## src/rtl/mac_pkg.sv

```systemverilog
// Shared constants and width helpers for the MAC stream blocks.
// Imported by the formatter and the accumulating top level.
package mac_pkg;

    localparam int MAC_SAT   = 1;
    localparam int MAC_TRUNC = 0;

    // Ceiling log2; clog2(1) = 0, clog2(4) = 2, clog2(5) = 3.
    function automatic int clog2(input int value);
        int r;
        r = 0;
        for (int i = 0; i < 31; i++) begin
            if ((1 << i) < value) begin
                r = i + 1;
            end
        end
        return r;
    endfunction

    // Accumulator width that cannot overflow over max_len beats of a*c + b*c.
    function automatic int acc_width(input int dw, input int max_len);
        return 2 * dw + 1 + clog2(max_len);
    endfunction

    // Width needed to hold a beat count of 0..max_len.
    function automatic int beat_width(input int max_len);
        return clog2(max_len + 1);
    endfunction

endpackage

```

## src/rtl/mac_out_fmt.sv

```systemverilog
// Combinational accumulator-to-output formatter: saturate or truncate,
// and flag sums that do not fit in OUT_WIDTH bits.
module mac_out_fmt
    import mac_pkg::*;
#(
    parameter int ACC_W     = 19,
    parameter int OUT_WIDTH = 8,
    parameter int SAT_MODE  = MAC_SAT
) (
    input  logic [ACC_W-1:0]     acc,
    output logic [OUT_WIDTH-1:0] data,
    output logic                 sat
);

    generate
        if (ACC_W > OUT_WIDTH) begin : g_narrow
            logic over;
            // Any bit above the output field means acc > 2^OUT_WIDTH-1.
            assign over = |acc[ACC_W-1:OUT_WIDTH];
            assign sat  = over;
            if (SAT_MODE == MAC_SAT) begin : g_sat
                assign data = over ? {OUT_WIDTH{1'b1}} : acc[OUT_WIDTH-1:0];
            end else begin : g_trunc
                assign data = acc[OUT_WIDTH-1:0];
            end
        end else begin : g_wide
            // Output wide enough for any sum: never saturates.
            assign sat  = 1'b0;
            assign data = OUT_WIDTH'(acc);
        end
    endgenerate

endmodule

```

## src/rtl/mac_accum_stream.sv

```systemverilog
// Streaming MAC: per beat a*c + b*c, accumulated over a group of up to
// MAX_LEN beats, one formatted result per group on a valid/ready output.
module mac_accum_stream
    import mac_pkg::*;
#(
    parameter int DATA_WIDTH = 8,
    parameter int MAX_LEN    = 4,
    parameter int OUT_WIDTH  = 8,
    parameter int SAT_MODE   = MAC_SAT
) (
    input  logic                            clk,
    input  logic                            rst,
    input  logic [DATA_WIDTH-1:0]           s_a_data,
    input  logic [DATA_WIDTH-1:0]           s_b_data,
    input  logic [DATA_WIDTH-1:0]           s_c_data,
    input  logic                            s_valid,
    input  logic                            s_last,
    output logic                            s_ready,
    output logic [OUT_WIDTH-1:0]            m_data,
    output logic                            m_sat,
    output logic [beat_width(MAX_LEN)-1:0]  m_beats,
    output logic                            m_valid,
    input  logic                            m_ready
);

    localparam int ACC_W = acc_width(DATA_WIDTH, MAX_LEN);
    localparam int BW    = beat_width(MAX_LEN);
    localparam int PW    = 2 * DATA_WIDTH;

    logic              en;
    logic [BW-1:0]     cnt;
    logic [BW-1:0]     beat_no;
    logic              close;
    logic [PW-1:0]     pa_c;
    logic [PW-1:0]     pb_c;

    logic              p_valid;
    logic              p_first;
    logic              p_last;
    logic [BW-1:0]     p_beats;
    logic [PW-1:0]     p_pa;
    logic [PW-1:0]     p_pb;

    logic              a_valid;
    logic              a_last;
    logic [BW-1:0]     a_beats;
    logic [ACC_W-1:0]  acc;
    logic [ACC_W-1:0]  beat_sum;

    logic [OUT_WIDTH-1:0] fmt_data;
    logic                 fmt_sat;

    // Whole pipeline advances together; stalls only on a held result.
    assign en      = !m_valid || m_ready;
    assign s_ready = en;

    assign beat_no = cnt + BW'(1);
    assign close   = s_last || (beat_no == BW'(MAX_LEN));
    assign pa_c    = PW'(s_a_data) * PW'(s_c_data);
    assign pb_c    = PW'(s_b_data) * PW'(s_c_data);

    assign beat_sum = ACC_W'(p_pa) + ACC_W'(p_pb);

    // Stage P: register products and group position; track beat count.
    always_ff @(posedge clk) begin
        if (rst) begin
            p_valid <= 1'b0;
            p_first <= 1'b0;
            p_last  <= 1'b0;
            p_beats <= '0;
            p_pa    <= '0;
            p_pb    <= '0;
            cnt     <= '0;
        end else if (en) begin
            p_valid <= s_valid;
            if (s_valid) begin
                p_pa    <= pa_c;
                p_pb    <= pb_c;
                p_first <= (cnt == '0);
                p_last  <= close;
                p_beats <= beat_no;
                cnt     <= close ? '0 : beat_no;
            end
        end
    end

    // Stage A: accumulate, restarting on the first beat of each group.
    always_ff @(posedge clk) begin
        if (rst) begin
            a_valid <= 1'b0;
            a_last  <= 1'b0;
            a_beats <= '0;
            acc     <= '0;
        end else if (en) begin
            a_valid <= p_valid;
            if (p_valid) begin
                acc     <= (p_first ? '0 : acc) + beat_sum;
                a_last  <= p_last;
                a_beats <= p_beats;
            end
        end
    end

    mac_out_fmt #(
        .ACC_W     (ACC_W),
        .OUT_WIDTH (OUT_WIDTH),
        .SAT_MODE  (SAT_MODE)
    ) u_fmt (
        .acc  (acc),
        .data (fmt_data),
        .sat  (fmt_sat)
    );

    // Output register: loads only on a group's final beat, holds while stalled.
    always_ff @(posedge clk) begin
        if (rst) begin
            m_valid <= 1'b0;
            m_data  <= '0;
            m_sat   <= 1'b0;
            m_beats <= '0;
        end else if (en) begin
            m_valid <= a_valid && a_last;
            if (a_valid && a_last) begin
                m_data  <= fmt_data;
                m_sat   <= fmt_sat;
                m_beats <= a_beats;
            end
        end
    end

endmodule

```

## config.mk

```make
export PLATFORM = sky130hd
export DESIGN_NAME = mac_accum_stream
export DESIGN_NICKNAME = d
export VERILOG_FILES = /design/src/rtl/mac_pkg.sv /design/src/rtl/mac_out_fmt.sv /design/src/rtl/mac_accum_stream.sv
export SDC_FILE = /design/constraint.sdc
export NUM_CORES = 1
export LEC_CHECK = 0
export CORE_MARGIN = 1
export CORE_UTILIZATION = 44
export CTS_BUF_LIST = sky130_fd_sc_hd__clkbuf_8
export DETAILED_ROUTE_END_ITERATION = 8
export PLACE_DENSITY = 0.62
export SYNTH_ARGS = -nofsm -noshare
export SYNTH_HDL_FRONTEND = slang
export SYNTH_SLANG_ARGS = --single-unit
```

## constraint.sdc

```tcl
create_clock -name clk -period 10.6 [get_ports clk]
set_input_delay 1.59 -clock clk [delete_from_list [all_inputs] [get_ports clk]]
set_output_delay 1.59 -clock clk [all_outputs]
set_load 0.01 [all_outputs]
```

; Word level (Yosys, flattened, before mapping)
; Cells that the tools add are included.
[word_totals]
register_bits = 78
inputBits = 29
out_inout_bits = 14
[op_classes]
add_sub_neg = 3
n_mul = 2
n_eq_ne = 1
muxes = 3
reduce_logical = 9
[ops]
columns = op, n
row1 = multiplier 8 x 8 -> 16 bit, 2
row2 = adder 19 x 17 -> 19 bit, 1
row3 = two-way mux 19 bit, 1
row4 = adder 16 x 16 -> 17 bit, 1
row5 = OR reduction 11 bit, 1
row6 = two-way mux 8 bit, 1
row7 = AND reduction 2 bit, 3
row8 = adder 3 x 1 -> 3 bit (second input constant), 1
row9 = equality test 3 bit (second input constant), 1
row10 = logical NOT 3 bit, 1
row11 = two-way mux 3 bit, 1
row12 = logical OR 1 bit, 2
row13 = logical AND 1 bit, 1
row14 = logical NOT 1 bit, 1

; Depth between registers and ports, before layout
; Gate-level depths: netlist of run 1.
[logic_depth]
depth_word = 4
depth_mapped = 17
mapped_depth_nobuf = 16

; Hierarchy
; A second synthesis of run 1 with hierarchy kept.
[hier_totals]
hier_cells = 945
area_unflattened_um2 = 8192.9
[by_module_without_submodules]
columns = mod, instances, cells_each, area_each_um2, seq_area_each_um2
row1 = mac_accum_stream, 1, 933, 8082.8, 1561.5
row2 = mac_out_fmt, 1, 12, 110.1, 0.0

; Worst setup path after synthesis of run 1
; No wires, ideal clock.
[synth_timing]
path_kind = input port to flip-flop
startpoint = input port s_c_data[7]
endpoint = register p_pb[15]
t_arrival_ns = 5.514
setup_slack_ns = 5.000
path_stages = 16
n_path_buf = 1
cell_sequence = clkbuf_1 > nand2_1 > fa_1 > fa_1 > inv_1 > fa_1 > inv_1 > fa_1 > inv_1 > ha_1 > o21a_1 > o31a_1 > o41ai_1 > o21ai_0 > xnor2_1 > a211oi_1
[synth_via]
elab_chain_cells = 1
[synth_lines]
columns = element, line_no
row1 = start: declaration, mac_accum_stream.sv:15  ; input logic [DATA_WIDTH-1:0] s_c_data,
row2 = multiplier 8 x 8 -> 16 bit, mac_accum_stream.sv:60  ; assign pb_c = PW'(s_b_data) * PW'(s_c_data);
row3 = end signal: assignment, mac_accum_stream.sv:78  ; p_pb <= pb_c;
row4 = end: declaration, mac_accum_stream.sv:42  ; logic [PW-1:0] p_pb;
; No other way between the ends.
; A chain may end at the register's enable or synchronous reset.

; Worst setup path after layout of run 1
; Same ends and word-level chain as after synthesis.

==> results.tsv, run 1 <==
metric	value	unit
status	finished clean	
Final Max Tran Viols	0	
IO Pins	43	
Synth async-reset ratio	0	%
GPL Wtd Cong	0.825	
largest net degree at the start of global routing	72	
first-pass GRT wire length	31.1	mm
syn_nets	1196	
Area growth, synth to finish	9.40	%
RR Endpoint	acc[17]$_SDFFE_PP0P_	
Max VDD drop	0.0000623	V
DRC errors left	0	
CP Data Arrival Time	6370	ps
max cap viols	0	
Top cell by count, worst path	fa_1	
number of DRC markers in iteration 0	297	
fillers	1797	
Post-synth top flop	dfxtp_1	
Reg2Reg Setup Slack	7010	ps
Setup Skew	11.3	ps
CTS resizes	0	
Cell Pwr Density	162	mW/mm^2
# rows	49	
Post-synth EDFFs	0	
CTS Buf Count	9	
Max Fanout on Critical Path	16	
Mapped Cells	987	
area of the multi-input gates	0.00614	mm^2
Worst path slowest cell	clkdlybuf4s50_1	
Worst Path Class, Setup	input pin to flop	
critical path endpoint	p_pb[15]$_SDFFE_PP0P_	
Req. time, crit path	10880	ps
Initial Util	45.5	%
Core Util, Final	49.8	%
Die ar.	0.0194	mm^2
TritonCTS clock tree	built	
Avg WL per Cell	14.8	um
vias in the first global route	6204	
Fin. Hold Viols	0	
YS warnings	0	
Hold WS	457	ps
Sink Count	78	
layout cells sized above 1	2.57	%
Synth cell types	50	
fin nets	1216	
Overall Global Routing Usage	19.8	%
Pleak	4.15	nW
n_diodes	0	
initial antenna violation count	0	
dpl hpwl	14.3	mm
Via Count	6537	
leading area contributor after synthesis	fa_1	
Synth Cell Area	0.00829	mm^2
Clock Path Buffers	2	
Worst path max stage delay	740	ps
Min-Delay Path Class	flop to flop	
IO Port Bufs	42	
Worst Setup Start Kind	input pin	
sequential-to-total area share from yosys stat	18.8	%
Yosys reg bits	78	
total negative setup slack	0	ps
register area	0.00156	mm^2
vias per cell	5.27	
beginning of the critical path	s_c_data[7]	
M1 WL	9.23	mm
post-CTS setup buffers	0	
Die Width	139	um
Reg clk slew, reported paths	90	ps
met2 wire length	8.47	mm
metal3 WL	522	um
main area contributors after synthesis	fa_1 21%, dfxtp_1 19%, ha_1 14%	
H-tree levels	3	
Synth top area share	21.5	%
slew margin rel.	30.1	%
maximum achievable frequency	164	MHz
die height	139	um
Final min period	6080	ps
GRT overflow	0	
ANT nets after route	0	
worst skew pair latency	370	ps
routed wire length	18.4	mm
Root Driver	clkbuf_8	
worst r2r path cells	11	
CP Cell Sequence	clkdlybuf4s50_1 -> nand2_1 -> fa_1 -> fa_1 -> inv_1 -> fa_1 -> inv_1 -> fa_1 -> inv_1 -> ha_1 -> o21a_1 -> o31a_1 -> o41ai_1 -> o21ai_0 -> xnor2_1 -> a211oi_1	
Syn Area/Cell	8.40	um^2
Reg-to-Reg Start	p_first$_SDFFE_PP0P_	
core area	0.0182	mm^2
Pre-Repair DR Iteration Count	5	
Tcrit/Tclk final	57.4	%
Final Setup Violations	0	
unrepaired setup endpoints after global routing	no	
hold_buf cts	0	
DR top layer	met4	
endpoint class of the critical path	flop	
Slew @ Worst Pin	1040	ps
[worst max-delay path, delay by kind of cell]
kind | cells | cell delay [ps]
AOI/OAI and AO/OA | 5 | 1130
and+or+nand+nor | 1 | 140
adders and majority gates | 5 | 2450
xor gates and xnor gates | 1 | 160
buffers and inverters | 4 | 880
[metal layers]
layer	GRT usage (%)	vias up
li1	-	3320
met1	27.8	3099
met2	32.7	101
met3	2.31	17
met4	4.21	0
met5	0	-
[per-stage QoR]
stage	instance area (um^2)	power (W)	cells	worst slack, ps
floorplan	8290	0.00105	987	5000
global placement	8880	0.00125	1225	4270
detailed placement	8880	0.00125	1225	4130
CTS	9070	0.00148	1241	4500
global route	9070	0.00162	1241	4190
finish	9070	0.00147	1241	4520
[cells by family (layout without fill, tap and decap cells)]
logic type               count (synthesis)  after routing  synth area share, %
buffers and inverters                  155            180                 7.08
AO/OA/AOI/OAI                          186            186                 14.1
AND/OR/NAND/NOR                        372            372                 23.0
XOR/XNOR                                14             14                 1.48
adder cells (fa/ha/maj)                180            180                 35.2
multiplexers                             2              2                0.241
flip-flops                              78             78                 18.8
[placed cells by master (no fill, tap or decap), types with 3 or more instances in the layout]
cell type | Yosys | layout
o21ai_0 | 36 | 36
clkbuf_8 | 0 | 11
nor2b_1 | 26 | 26
a21oi_1 | 65 | 65
fa_1 | 89 | 89
nand3b_1 | 7 | 7
xor2_1 | 5 | 5
o21bai_1 | 5 | 5
and3_1 | 3 | 3
a221o_1 | 3 | 3
nor2_1 | 38 | 38
nand2b_1 | 4 | 4
buf_4 | 0 | 4
a211oi_1 | 15 | 15
nor4_1 | 3 | 3
a31oi_1 | 13 | 13
inv_1 | 117 | 117
nand2_1 | 115 | 115
dfxtp_1 | 78 | 78
o311ai_0 | 3 | 3
or4_1 | 5 | 5
o211ai_1 | 7 | 7
nand4_1 | 5 | 5
nand3_1 | 33 | 33
o41ai_1 | 4 | 4
a21o_1 | 14 | 14
nor3_1 | 18 | 18
o21a_1 | 8 | 8
and2_1 | 107 | 107
ha_1 | 91 | 91
clkdlybuf4s50_1 | 0 | 41
xnor2_1 | 9 | 9
[Yosys cell counts (18+ instances only)]
master    instances
inv_1           117
nand2_1         115
and2_1          107
ha_1             91
fa_1             89
dfxtp_1          78
a21oi_1          65
nor2_1           38
o21ai_0          36
nand3_1          33
clkbuf_1         30
nor2b_1          26
nor3_1           18
[worst min-delay path by stage]
stage | start | endpoint | slack [ps] | cells after the start
floorplan | p_last$_SDFFE_PP0P_ | a_last$_SDFFE_PP0P_ | 430 | 2
global placement | p_beats[0]$_SDFFE_PP0P_ | a_beats[0]$_SDFFE_PP0P_ | 440 | 2
detailed placement | m_sat$_SDFFE_PP0P_ | m_sat$_SDFFE_PP0P_ | 450 | 2
CTS | m_sat$_SDFFE_PP0P_ | m_sat$_SDFFE_PP0P_ | 460 | 2
global route | p_beats[1]$_SDFFE_PP0P_ | p_beats[1]$_SDFFE_PP0P_ | 480 | 2
finish | m_beats[1]$_SDFFE_PP0P_ | m_beats[1]$_SDFFE_PP0P_ | 460 | 2
[state kept, by name, summed over array words and instances (netlist names)]
signal	cells
acc	19
p_pa	16
p_pb	16
m_data	8
a_beats	3
cnt	3
m_beats	3
p_beats	3
a_last	1
a_valid	1
m_sat	1
m_valid	1
p_first	1
p_last	1
p_valid	1
[final cells by class]
class / count / share of cell area [%]
clock inverters: 5 / 0.441
multi-input cells: 754 / 67.7
inverters: 118 / 4.88
flip-flops and latches: 78 / 17.2
repair buffers: 46 / 4.91
clock buffers: 11 / 1.67
well taps: 229 / 3.16
[report_power, final]
group,internal (W),switching [W]
Combinational,0.000369,0.000494
Sequential,0.000340,0.0000467
Clock,0.000100,0.000119
Total,0.000809,0.000659
No activity file was read; power rests on OpenSTA's default activity.
==> run 2: changes to the inputs <==
Settings changed: PLACE_DENSITY 0.62 to 0.64.
Clock period 10.6 ns to 4.95 ns, I/O delays scaled along.
==> run 2 against run 1 <==
Net effect:
- the run now ends with DRC left
- clock skew fell by 4.8 ps
- worst hold slack got worse by 3.1 ps
- critical path depth rose by 2
==> results.tsv, run 2 (same netlist as run 1, synthesis figures left out) <==
metric	value	unit	change
status	finished, violations left		
failing checks	DRC		
unrepaired setup endpoints after global routing	no		
vias per cell	5.18		-1.7%
Core Util, Final	53.3	%	+3.5 points
DRC errors left	1		+1
hold path depth	2		unchanged
Cell Pwr Density	360	mW/mm^2	+120%
Worst Path Class, Setup	input pin to flop		
fin nets	1292		+6.3%
Pleak	4.56	nW	+9.9%
initial antenna violation count	0		unchanged
maximum achievable frequency	212	MHz	
slew margin rel.	42.3	%	+12 points
vias in the first global route	6676		+7.6%
Via Count	6812		+4.2%
Final Setup Violations	0		unchanged
fillers	1738		-3.3%
Die ar.	0.0194	mm^2	unchanged
# rows	49		unchanged
Clock Path Buffers	2		unchanged
die height	139	um	unchanged
endpoint class of the critical path	flop		
Initial Util	45.5	%	unchanged
first-pass GRT wire length	31.4	mm	+1.0%
Final Max Tran Viols	0		unchanged
CTS Buf Count	9		unchanged
Final min period	4720	ps	
Avg WL per Cell	14.1	um	-5.0%
CTS resizes	0		unchanged
max reg flops	19		unchanged
Final Instance Area	0.00971	mm^2	+7.0%
IO Port Bufs	42		unchanged
TritonCTS clock tree	built		
Pre-Repair DR Iteration Count	7		+2
Reg clk slew, reported paths	80	ps	about the same
biggest regs	acc: 19 flops, p_pa: 16 flops, p_pb: 16 flops		
Slew @ Worst Pin	856	ps	-186 ps
Fin. Hold Viols	0		unchanged
Min-Delay Path Class	flop to flop		
dpl hpwl	15.2	mm	+5.7%
n_diodes	0		unchanged
worst skew pair latency	360	ps	about the same
PnR Total Power	0.00350	W	+140%
Max Fanout on Critical Path	11		-5
routed wire length	18.5	mm	+0.75%
GRT overflow	0		unchanged
post-CTS setup buffers	0		unchanged
Die Width	139	um	unchanged
post-placement cell area	0.00945	mm^2	+6.4%
Root Driver	clkbuf_8		
Setup Skew	6.50	ps	-4.76 ps
hold_buf cts	0		unchanged
most frequent cells in the layout	117 x inv_1, 115 x nand2_1, 107 x and2_1		
commonest non-fill, non-tap cell in the layout	inv_1		
Tcrit/Tclk final	95.4	%	
max cap viols	0		unchanged
core area	0.0182	mm^2	unchanged
register area	0.00156	mm^2	unchanged
Sink Count	78		unchanged
Req. time, crit path	5220	ps	-5660 ps
Worst Setup Start Kind	input pin		
worst r2r path cells	11		unchanged
Max VDD drop	0.000181	V	+190%
number of DRC markers in iteration 0	365		+23%
GPL Wtd Cong	0.874		+5.9%
Overall Global Routing Usage	19.6	%	-0.23 points
IO Pins	43		unchanged
layout cells sized above 1	9.75	%	+7.2 points
ANT nets after route	0		unchanged
Top reg by flops	acc		
largest net degree at the start of global routing	71		-1.4%
H-tree levels	3		unchanged
CP Data Arrival Time	4990	ps	-1380 ps
area of the multi-input gates	0.00617	mm^2	+0.47%
Area growth, synth to finish	17.1	%	
[run 2: worst paths after layout]
check	slack (ps)	endpoint	start
hold reg to reg	450	a_beats[0]$_SDFFE_PP0P_	p_beats[0]$_SDFFE_PP0P_
hold / removal	450	a_beats[0]$_SDFFE_PP0P_	p_beats[0]$_SDFFE_PP0P_
setup / recovery	230	p_pb[15]$_SDFFE_PP0P_	s_c_data[4]
setup reg to reg	1360	acc[17]$_SDFFE_PP0P_	p_first$_SDFFE_PP0P_
[run 2: where the power goes]
group	switching (W)	total, W	internal [W]
combinational	0.00112	0.00214	0.00102
sequential	0.0000923	0.000821	0.000728
clock	0.000237	0.000534	0.000297
total	0.00145	0.00350	0.00205
[run 2: layout make-up]
| cell class | count | share of cell area, % |
|---|---|---|
| flip-flops and latches | 78 | 16.1 |
| inverters | 118 | 4.56 |
| multi-input cells | 754 | 63.6 |
| repair buffers | 122 | 10.6 |
| clock inverters | 5 | 0.851 |
| clock buffers | 10 | 1.42 |
| well taps | 229 | 2.95 |
[run 2: worst max-delay path, stage by stage]
cell and delay (ps):
clkdlybuf4s50_1 470, buf_6 140, nand2_1 90, fa_1 500, fa_1 490, inv_1 60, fa_1 530, inv_1 50
fa_1 530, inv_1 40, ha_1 300, o21a_1 110, o31a_1 120, o41ai_2 210, buf_4 170, o21ai_0 100
xnor2_1 140, a211oi_1 200
[run 2: per-layer routing]
| metal | vias to the layer above | track usage (%) | wire length, um |
|---|---|---|---|
| li1 | 3474 | - | - |
| met1 | 3223 | 26.5 | 9160 |
| met2 | 103 | 33.8 | 8840 |
| met3 | 12 | 1.75 | 365 |
| met4 | 0 | 4.44 | 145 |
| met5 | - | 0 | 0 |
[run 2: through the flow]
step	hold slack [ps]	setup TNS, ps	instances	worst slack [ps]
3_3_place_gp	439	-1650	1301	-256
2_1_floorplan	429	0	987	197
3_5_place_dp	442	-2760	1301	-364
4_1_cts	454	0	1316	3.06
6_report	453	0	1316	230
5_1_grt	481	0	1316	6.53
==> run 3: changes to the inputs <==
Settings changed: CORE_MARGIN 1 to default, PLACE_DENSITY 0.64 to default, PLACE_DENSITY_LB_ADDON from default to 0.2.
==> run 3 against run 2 <==
Net effect:
- the run now ends clean
- register-to-register slack improved by 30 ps
- sequential power is essentially flat
- core utilization increased by 0.055 points
- fmax fell by 0.12%
- die area unchanged
- critical path depth up 1
- routed wire length increased by 0.22%
- first-iteration DRC count down 12%
- largest cell class unchanged
- highest routed layer unchanged
==> results.tsv, run 3 (same netlist as run 1, synthesis figures left out) <==
metric	value	unit	change
first-pass GRT wire length	31.9	mm	+1.7%
layout cells sized above 1	10.1	%	+0.32 points
Initial Util	45.5	%	unchanged
worst skew pair latency	360	ps	about the same
fin cells	1321		+0.38%
hold_buf cts	0		unchanged
dpl hpwl	15.2	mm	+0.35%
routed wire length	18.6	mm	+0.22%
max cap viols	0		unchanged
status	finished clean		
Max VDD drop	0.000127	V	-30%
Worst Setup Start Kind	input pin		
CTS Buf Count	9		unchanged
Sink Count	78		unchanged
endpoint class of the critical path	flop		
commonest non-fill, non-tap cell in the layout	inv_1		
most frequent cells in the layout	117 x inv_1, 115 x nand2_1, 107 x and2_1		
Place WS	-333	ps	+30.8 ps
Fin. Hold Viols	0		unchanged
PnR Total Power	0.00347	W	-0.88%
slew margin rel.	29.6	%	-13 points
Core Util, Final	53.4	%	+0.055 points
GPL Wtd Cong	0.859		-1.7%
Pre-Repair DR Iteration Count	4		-3
IO Port Bufs	42		unchanged
Tcrit/Tclk final	95.5	%	+0.11 points
unrepaired setup endpoints after global routing	yes		
vias per cell	5.12		-1.1%
Worst Hold Path EP	a_beats[1]$_SDFFE_PP0P_		
CP Data Arrival Time	5010	ps	+20 ps
Reg clk slew, reported paths	90	ps	about the same
# rows	49		unchanged
fin nets	1296		+0.31%
Slew @ Worst Pin	1050	ps	+193 ps
H-tree levels	3		unchanged
ANT nets after route	0		unchanged
final setup margin	224	ps	-5.68 ps
Via Count	6761		-0.75%
Overall Global Routing Usage	20.0	%	+0.49 points
HP Start	p_beats[1]$_SDFFE_PP0P_		
Worst Path Class, Setup	input pin to flop		
Die ar.	0.0194	mm^2	unchanged
initial antenna violation count	0		unchanged
Final Setup Violations	0		unchanged
n_diodes	0		unchanged
max reg flops	19		unchanged
Root Driver	clkbuf_8		
die height	139	um	unchanged
hold path depth	2		unchanged
largest net degree at the start of global routing	71		unchanged
TritonCTS clock tree	built		
core area	0.0182	mm^2	unchanged
Max Fanout on Critical Path	11		unchanged
Final Max Tran Viols	0		unchanged
Die Width	139	um	unchanged
Avg WL per Cell	14.0	um	-0.16%
IO Pins	43		unchanged
Cell Pwr Density	357	mW/mm^2	-0.98%
Setup Skew	13.2	ps	+6.68 ps
vias in the first global route	6619		-0.85%
maximum achievable frequency	212	MHz	-0.12%
Area growth, synth to finish	17.2	%	
post-CTS setup buffers	0		unchanged
Min-Delay Path Class	flop to flop		
GRT overflow	0		unchanged
total negative setup slack	0	ps	unchanged
number of DRC markers in iteration 0	321		-12%
Final min period	4730	ps	+5.68 ps
beginning of the critical path	s_c_data[3]		
biggest regs	acc: 19 flops, p_pa: 16 flops, p_pb: 16 flops		
RR Endpoint	acc[17]$_SDFFE_PP0P_		
Reg2Reg Setup Slack	1390	ps	+30 ps
DRC errors left	0		-1
Pleak	4.60	nW	+0.83%
fillers	1762		+1.4%
Top reg by flops	acc		
Clock Path Buffers	2		unchanged
worst r2r path cells	11		unchanged
cell total after placement	1305		+0.31%
Reg-to-Reg Start	p_first$_SDFFE_PP0P_		
Req. time, crit path	5230	ps	about the same
run 3: cell types whose count changed in the layout (fill, tap and decap cells not counted), sizes merged, moves of 3 or more:
cell           previous run  this run
buf                      81        85
clkdlybuf4s50            40        36
dlymetal6s2s              1         5
inv                     118       121
run 3: cell type report:
| class | instances | area [um^2] | share of cell area (%) |
|---|---|---|---|
| inverter | 118 | 443 | 4.56 |
| multi-input combinational | 754 | 6160 | 63.4 |
| clock buffer | 9 | 124 | 1.27 |
| clock inverter | 7 | 77.6 | 0.798 |
| timing repair buffer | 126 | 1060 | 10.9 |
| tap | 229 | 287 | 2.95 |
| sequential | 78 | 1560 | 16.1 |
run 3: critical path, stage by stage:
cell and delay [ps]:
clkdlybuf4s50_1 390, buf_4 180, buf_4 150, and2_1 150, fa_2 380, fa_1 490, inv_1 60, fa_1 490
fa_1 490, inv_1 40, ha_1 280, o21a_1 180, o31a_1 120, o41ai_2 210, buf_4 170, o21ai_0 100
xnor2_1 130, buf_4 130, o21ai_0 150
run 3: routing by layer:
layer	up-vias	track usage, %	wire [um]
li1	3486	-	-
met1	3162	27.6	9250
met2	101	34.1	8690
met3	12	1.82	411
met4	0	4.56	208
met5	-	0	0
run 3: power breakdown:
part	internal (W)	switching (W)	leakage, nW
Sequential	0.000728	0.0000949	0.637
Combinational	0.00103	0.00112	3.86
Clock	0.000239	0.000254	0.101
run 3: worst max path at each step:
stage,slack (ps),to,cells past startpoint
floorplan,200,p_pb[15]$_SDFFE_PP0P_,16
global placement,-290,p_pb[15]$_SDFFE_PP0P_,17
detailed placement,-330,p_pb[15]$_SDFFE_PP0P_,16
global route,-6,p_pa[13]$_SDFFE_PP0P_,19
CTS,40,p_pa[13]$_SDFFE_PP0P_,18
finish,220,p_pa[13]$_SDFFE_PP0P_,19
run 3: stage by stage:
step	hold slack (ps)	instance area (um^2)
after floorplan	429	8290
after global placement	439	9480
after detailed placement	447	9480
after CTS	455	9680
after global routing	481	9720
final	453	9720
run 3: what timing repair did:
| action | CTS | global route |
|---|---|---|
| setup endpoints to repair | 0 | 14 |
| endpoints found under the hold margin | 0 | 0 |
| gates resized for setup | 0 | 12 |
